==> src/rtl/mips_pkg.sv <==
// Shared definitions for the multicycle MIPS control unit: opcodes,
// state encodings, datapath select encodings and the control word.
package mips_pkg;

    localparam logic [5:0] OP_RTYPE = 6'b000000;
    localparam logic [5:0] OP_LW    = 6'b100011;
    localparam logic [5:0] OP_SW    = 6'b101011;
    localparam logic [5:0] OP_BEQ   = 6'b000100;
    localparam logic [5:0] OP_J     = 6'b000010;

    typedef enum logic [3:0] {
        S_FETCH  = 4'd0,
        S_DECODE = 4'd1,
        S_MEMADR = 4'd2,
        S_MEMRD  = 4'd3,
        S_MEMWB  = 4'd4,
        S_MEMWR  = 4'd5,
        S_EXEC   = 4'd6,
        S_ALUWB  = 4'd7,
        S_BRANCH = 4'd8,
        S_JUMP   = 4'd9
    } state_t;

    localparam logic [1:0] ALUOP_ADD    = 2'b00;
    localparam logic [1:0] ALUOP_SUB    = 2'b01;
    localparam logic [1:0] ALUOP_FUNCT  = 2'b10;

    localparam logic [1:0] SRCB_REGB    = 2'b00;
    localparam logic [1:0] SRCB_FOUR    = 2'b01;
    localparam logic [1:0] SRCB_IMM     = 2'b10;
    localparam logic [1:0] SRCB_IMM_SH2 = 2'b11;

    localparam logic [1:0] PCSRC_ALU    = 2'b00;
    localparam logic [1:0] PCSRC_ALUOUT = 2'b01;
    localparam logic [1:0] PCSRC_JUMP   = 2'b10;

    // Every datapath control driven by the state machine.
    typedef struct packed {
        logic       pc_write;
        logic       pc_write_cond;
        logic       i_or_d;
        logic       mem_read;
        logic       mem_write;
        logic       mem_to_reg;
        logic       ir_write;
        logic       alu_src_a;
        logic       reg_write;
        logic       reg_dst;
        logic [1:0] pc_source;
        logic [1:0] alu_src_b;
        logic [1:0] alu_op;
    } ctrl_t;

    function automatic logic is_legal_op(input logic [5:0] op);
        return (op == OP_RTYPE) || (op == OP_LW) || (op == OP_SW) ||
               (op == OP_BEQ) || (op == OP_J);
    endfunction

endpackage

==> src/rtl/mc_ctrl_decode.sv <==
// Moore output decode: registered state (plus mem_ready in FETCH) to control word.
module mc_ctrl_decode
    import mips_pkg::*;
(
    input  state_t state_i,
    input  logic   mem_ready_i,
    output ctrl_t  ctrl_o
);

    // Per-state control word; anything not set stays 0, including unreachable codes.
    always_comb begin
        ctrl_o = '0;
        case (state_i)
            S_FETCH: begin
                ctrl_o.mem_read  = 1'b1;
                ctrl_o.alu_src_b = SRCB_FOUR;
                ctrl_o.alu_op    = ALUOP_ADD;
                ctrl_o.pc_source = PCSRC_ALU;
                // IR and PC update only once memory delivers the instruction.
                ctrl_o.ir_write  = mem_ready_i;
                ctrl_o.pc_write  = mem_ready_i;
            end
            S_DECODE: begin
                ctrl_o.alu_src_b = SRCB_IMM_SH2;
                ctrl_o.alu_op    = ALUOP_ADD;
            end
            S_MEMADR: begin
                ctrl_o.alu_src_a = 1'b1;
                ctrl_o.alu_src_b = SRCB_IMM;
                ctrl_o.alu_op    = ALUOP_ADD;
            end
            S_MEMRD: begin
                ctrl_o.mem_read = 1'b1;
                ctrl_o.i_or_d   = 1'b1;
            end
            S_MEMWB: begin
                ctrl_o.reg_write  = 1'b1;
                ctrl_o.mem_to_reg = 1'b1;
            end
            S_MEMWR: begin
                ctrl_o.mem_write = 1'b1;
                ctrl_o.i_or_d    = 1'b1;
            end
            S_EXEC: begin
                ctrl_o.alu_src_a = 1'b1;
                ctrl_o.alu_src_b = SRCB_REGB;
                ctrl_o.alu_op    = ALUOP_FUNCT;
            end
            S_ALUWB: begin
                ctrl_o.reg_write = 1'b1;
                ctrl_o.reg_dst   = 1'b1;
            end
            S_BRANCH: begin
                ctrl_o.alu_src_a     = 1'b1;
                ctrl_o.alu_src_b     = SRCB_REGB;
                ctrl_o.alu_op        = ALUOP_SUB;
                ctrl_o.pc_write_cond = 1'b1;
                ctrl_o.pc_source     = PCSRC_ALUOUT;
            end
            S_JUMP: begin
                ctrl_o.pc_write  = 1'b1;
                ctrl_o.pc_source = PCSRC_JUMP;
            end
            default: ctrl_o = '0;
        endcase
    end

endmodule

==> src/rtl/multicycle_controller.sv <==
// Multicycle MIPS main control: state register, sequencing, illegal-opcode
// flag and retired-instruction counter. Controls are forced low in reset.
module multicycle_controller
    import mips_pkg::*;
#(
    parameter int CNT_W = 32
) (
    input  logic             clk,
    input  logic             rst_n,
    input  logic [5:0]       Op,
    input  logic             mem_ready,
    output logic             PCWrite,
    output logic             PCWriteCond,
    output logic             IorD,
    output logic             MemRead,
    output logic             MemWrite,
    output logic             MemtoReg,
    output logic             IRWrite,
    output logic             ALUSrcA,
    output logic             RegWrite,
    output logic             RegDst,
    output logic [1:0]       PCSource,
    output logic [1:0]       ALUSrcB,
    output logic [1:0]       ALUOp,
    output logic             illegal_op,
    output logic [CNT_W-1:0] instr_count,
    output logic [3:0]       state
);

    state_t           state_q;
    logic [CNT_W-1:0] count_q;
    ctrl_t            ctrl_raw;
    ctrl_t            ctrl_gated;

    mc_ctrl_decode u_decode (
        .state_i     (state_q),
        .mem_ready_i (mem_ready),
        .ctrl_o      (ctrl_raw)
    );

    // State sequencing and retire counting; unreachable codes fall back to FETCH.
    always_ff @(posedge clk or negedge rst_n) begin
        if (!rst_n) begin
            state_q <= S_FETCH;
            count_q <= '0;
        end else begin
            case (state_q)
                S_FETCH:  if (mem_ready) state_q <= S_DECODE;
                S_DECODE: begin
                    if ((Op == OP_LW) || (Op == OP_SW)) state_q <= S_MEMADR;
                    else if (Op == OP_RTYPE)            state_q <= S_EXEC;
                    else if (Op == OP_BEQ)              state_q <= S_BRANCH;
                    else if (Op == OP_J)                state_q <= S_JUMP;
                    else                                state_q <= S_FETCH;
                end
                S_MEMADR: state_q <= (Op == OP_LW) ? S_MEMRD : S_MEMWR;
                S_MEMRD:  if (mem_ready) state_q <= S_MEMWB;
                S_MEMWB: begin
                    state_q <= S_FETCH;
                    count_q <= count_q + 1'b1;
                end
                S_MEMWR: begin
                    if (mem_ready) begin
                        state_q <= S_FETCH;
                        count_q <= count_q + 1'b1;
                    end
                end
                S_EXEC:   state_q <= S_ALUWB;
                S_ALUWB, S_BRANCH, S_JUMP: begin
                    state_q <= S_FETCH;
                    count_q <= count_q + 1'b1;
                end
                default:  state_q <= S_FETCH;
            endcase
        end
    end

    // Hold every control low while reset is asserted so no memory access can start.
    always_comb begin
        ctrl_gated = rst_n ? ctrl_raw : '0;
    end

    assign PCWrite     = ctrl_gated.pc_write;
    assign PCWriteCond = ctrl_gated.pc_write_cond;
    assign IorD        = ctrl_gated.i_or_d;
    assign MemRead     = ctrl_gated.mem_read;
    assign MemWrite    = ctrl_gated.mem_write;
    assign MemtoReg    = ctrl_gated.mem_to_reg;
    assign IRWrite     = ctrl_gated.ir_write;
    assign ALUSrcA     = ctrl_gated.alu_src_a;
    assign RegWrite    = ctrl_gated.reg_write;
    assign RegDst      = ctrl_gated.reg_dst;
    assign PCSource    = ctrl_gated.pc_source;
    assign ALUSrcB     = ctrl_gated.alu_src_b;
    assign ALUOp       = ctrl_gated.alu_op;

    assign illegal_op  = rst_n && (state_q == S_DECODE) && !is_legal_op(Op);
    assign instr_count = count_q;
    assign state       = state_q;

endmodule

==> config.mk <==
export PLATFORM = sky130hd
export DESIGN_NAME = multicycle_controller
export DESIGN_NICKNAME = d
export VERILOG_FILES = /design/src/rtl/mips_pkg.sv /design/src/rtl/mc_ctrl_decode.sv /design/src/rtl/multicycle_controller.sv
export SDC_FILE = /design/constraint.sdc
export NUM_CORES = 1
export LEC_CHECK = 0
export ABC_AREA = 1
export BUFFER_PORTS_ARGS = -buffer_cell sky130_fd_sc_hd__buf_2
export CAP_MARGIN = 25
export CORE_ASPECT_RATIO = 1.2
export CORE_MARGIN = 2
export CORE_UTILIZATION = 57
export DETAILED_ROUTE_END_ITERATION = 6
export GPL_TIMING_DRIVEN = 0
export PLACE_DENSITY_LB_ADDON = 0.05
export SETUP_SLACK_MARGIN = 0.05
export SYNTH_ARGS = -nofsm -noshare
export SYNTH_HDL_FRONTEND = slang
export SYNTH_SLANG_ARGS = --single-unit
==> constraint.sdc <==
create_clock -name clk -period 2.4 [get_ports clk]
set_clock_uncertainty 0.05 [all_clocks]
set_input_delay 0.24 -clock clk [delete_from_list [all_inputs] [get_ports clk]]
set_output_delay 0.24 -clock clk [all_outputs]
set_load 0.02 [all_outputs]
==> reports/results.txt <==
IO Pins: 62
Crit Path Class: input port to output pin
CTS clock-pin slew for the worst setup and hold paths: 0.07 ns
Die width: 63.2 um
Combinational family with the most area after synthesis: simple AND/OR/NAND/NOR gates
Period utilisation layout: 0.860
CTS tree: done
Final-stage net count: 426
CTS Buffer Depth: 2
P&R area growth vs syn: 20.6%
Worst rel slew slack: 0.747
Drt total wl: 5.56 mm
Post-Synthesis Cells: 346
Number of flops mapped to enable cells by yosys: 0
Die Ht: 75.0 um
Post-DP HPWL: 4.26 mm
Worst reg2reg setup slack: 0.62 ns
Top-area cell type share of the netlist area: 0.376
DR vias: 2348
Most frequent cell after synthesis: nand2_1
Mapped Area: 2400 um^2
Non-Filler Instances: 471
Synth Area in XOR/XNOR: 0.0475
Multiplexer share of the synthesized area: 0
Final setup TNS: 0 ns
Max-cap violation count: 0
Synth Register Bits: 36
Depth of the CTS H-tree: 2
Reg area: 901 um^2
# port buffers: 61
Ys flop type: dfrtp_1
Power per cell area: 560 nW/um^2
Top cells by count, synth: nand2_1, nor2_1, inv_1
Sequential share of the synthesized area: 0.376
Inst Count DP: 461
Worst r2r src: instr_count[1]
Final Wtd Congestion: 0.908
Number of distinct library cells after synthesis: 30
Largest net degree at the start of global routing: 40
Initial antenna violation count: 0
Grt total ovfl: 0
FMAX: 0.485 GHz
Iteration-0 DRC Markers: 131
Setup ws final: 0.336 ns
Final Setup Violations: 0
Final hold viol count: 0
Number of global-route vias before repair: 2107
# rows: 25
Outcome: finished, final reports clean
Async SR Flop Fraction: 1.00
Crit. End Element: output pin
Synth Area in Compound Gates: 0.0245
Crit path cell chain: dlygate4sd3_1 > clkbuf_4 > inv_1 > clkbuf_1 > nor2_1 > buf_4 > buf_2
CP max-delay cell: dlygate4sd3_1
Hold Crit Depth: 4
Post-synthesis adder-cell area fraction: 0.00522
Max incr delay on CP: 0.53 ns
Hold Startpoint: Op[3]
Reg2Reg Depth: 7
Clock buffer count from CTS: 5
Yosys warns: 0
Crit path max fanout: 10
Die ar.: 4740 um^2
Worst VDD drop: 0.295 mV
Total track usage: 0.245
Clock sink count: 36
Pre-antenna DRT Iters: 4
Area leader, netlist: dfrtp_1
Fin. max-slew vios: 0
Root Driver: clkbuf_8
Worst EP arrival: 1.77 ns
RSZ-0062 raised after global routing: no
Worst hold path type: input port to flop
Final min period: 2.06 ns
Share of layout cells above drive strength 1: 0.240
ANT nets after route: 0
First-pass GRT wire length: 9.23 mm
Ant diodes: 0
Req. time, crit path: 2.11 ns
Initial core utilization: 0.598
CP startpoint: rst_n
Average size of a mapped cell: 6.92 um^2
Setup crit start kind: input port
Wire per inst: 11.8 um
Latest clock arrival within the worst-skew pair: 0.29 ns
Core area: 4000 um^2
Syn nets: 356
Simple-gate portion of the synthesized area: 0.464
Drt drc: 0
DP Worst Slack: 0.275 ns
Leakage: 1.45 nW
Slew @ Worst Pin: 0.380 ns
Largest cells by area after synthesis: dfrtp_1, nand2_1, nor2_1, nand3_1, inv_1
Fillers: 356
Vias per Instance: 4.99
Area of the multi-input gates: 1300 um^2
where the power goes:
part / internal (mW) / leakage [nW] / total [mW] / switching, mW
sequential: 0.650 / 0.490 / 0.710 / 0.0600
combinational: 0.156 / 0.916 / 0.476 / 0.320
clock: 0.202 / 0.0479 / 0.433 / 0.230
sequential cells by signal (all words and copies together), names as in the netlist:
signal and cells:
state 4, instr_count 32
path summary, 6_finish.rpt:
path / end
max reg2reg: instr_count[22]
max: PCSource[0]
min reg2reg: instr_count[30]
min: state[3]
min in group asynchronous: state[1]
max in group asynchronous: instr_count[10]
routing by layer:
metal  global-route usage  part of all wire
met1                0.309              0.45
met2                0.421              0.49
met3               0.0448             0.045
met4                0.106             0.019
met5                    0                 0
worst max-delay path: cells and delay by family:
kind	cells	cell delay (ns)
buf+inv	6	1.43
simple gates	1	0.11
metrics by stage:
stage | cell area, um^2 | hold slack (ns) | power, mW | utilization
6_report | 2890 | 0.214 | 1.62 | 0.722
5_1_grt | 2890 | 0.240 | 1.72 | 0.722
4_1_cts | 2860 | 0.0307 | 1.62 | 0.713
3_5_place_dp | 2770 | 0.344 | 1.19 | 0.692
3_3_place_gp | 2770 | 0.337 | 1.18 | 0.692
2_1_floorplan | 2400 | -0.106 | 1.05 | -
cell families after synthesis:
group	Yosys count
adders and majority gates	1
AOI/OAI and AO/OA	11
xor gates and xnor gates	13
buffers and inverters	45
and+or+nand+nor	240
DFF	36
layout by cell type (no fill, tap or decap), drive strengths merged, types with 3 or more instances in the layout:
| cell | count |
|---|---|
| xor2 | 9 |
| clkbuf | 7 |
| clkinv | 4 |
| xnor2 | 4 |
| o21ai | 3 |
| nand4 | 13 |
| inv | 40 |
| buf | 64 |
| nor2 | 72 |
| a21oi | 6 |
| nor3 | 8 |
| nand3 | 30 |
| dfrtp | 36 |
| nand3b | 3 |
| nand2 | 112 |
area by class of cell:
class | instances | area share
multi-input combinational | 265 | 0.449
clock inverter | 3 | 0.00650
timing repair buffer | 63 | 0.117
clock buffer | 5 | 0.0238
inverter | 41 | 0.0541
buffer | 4 | 0.0147
sequential | 36 | 0.312
tap | 54 | 0.0234
what timing repair did:
item                                   4_1_cts  5_1_grt
setup buffers                                0        0
hold buffers                                 0        2
endpoints found under the hold margin        0       36
gates resized for setup                      0        1
setup endpoints to repair                    0        1
No activity file was read; power rests on OpenSTA's default activity.
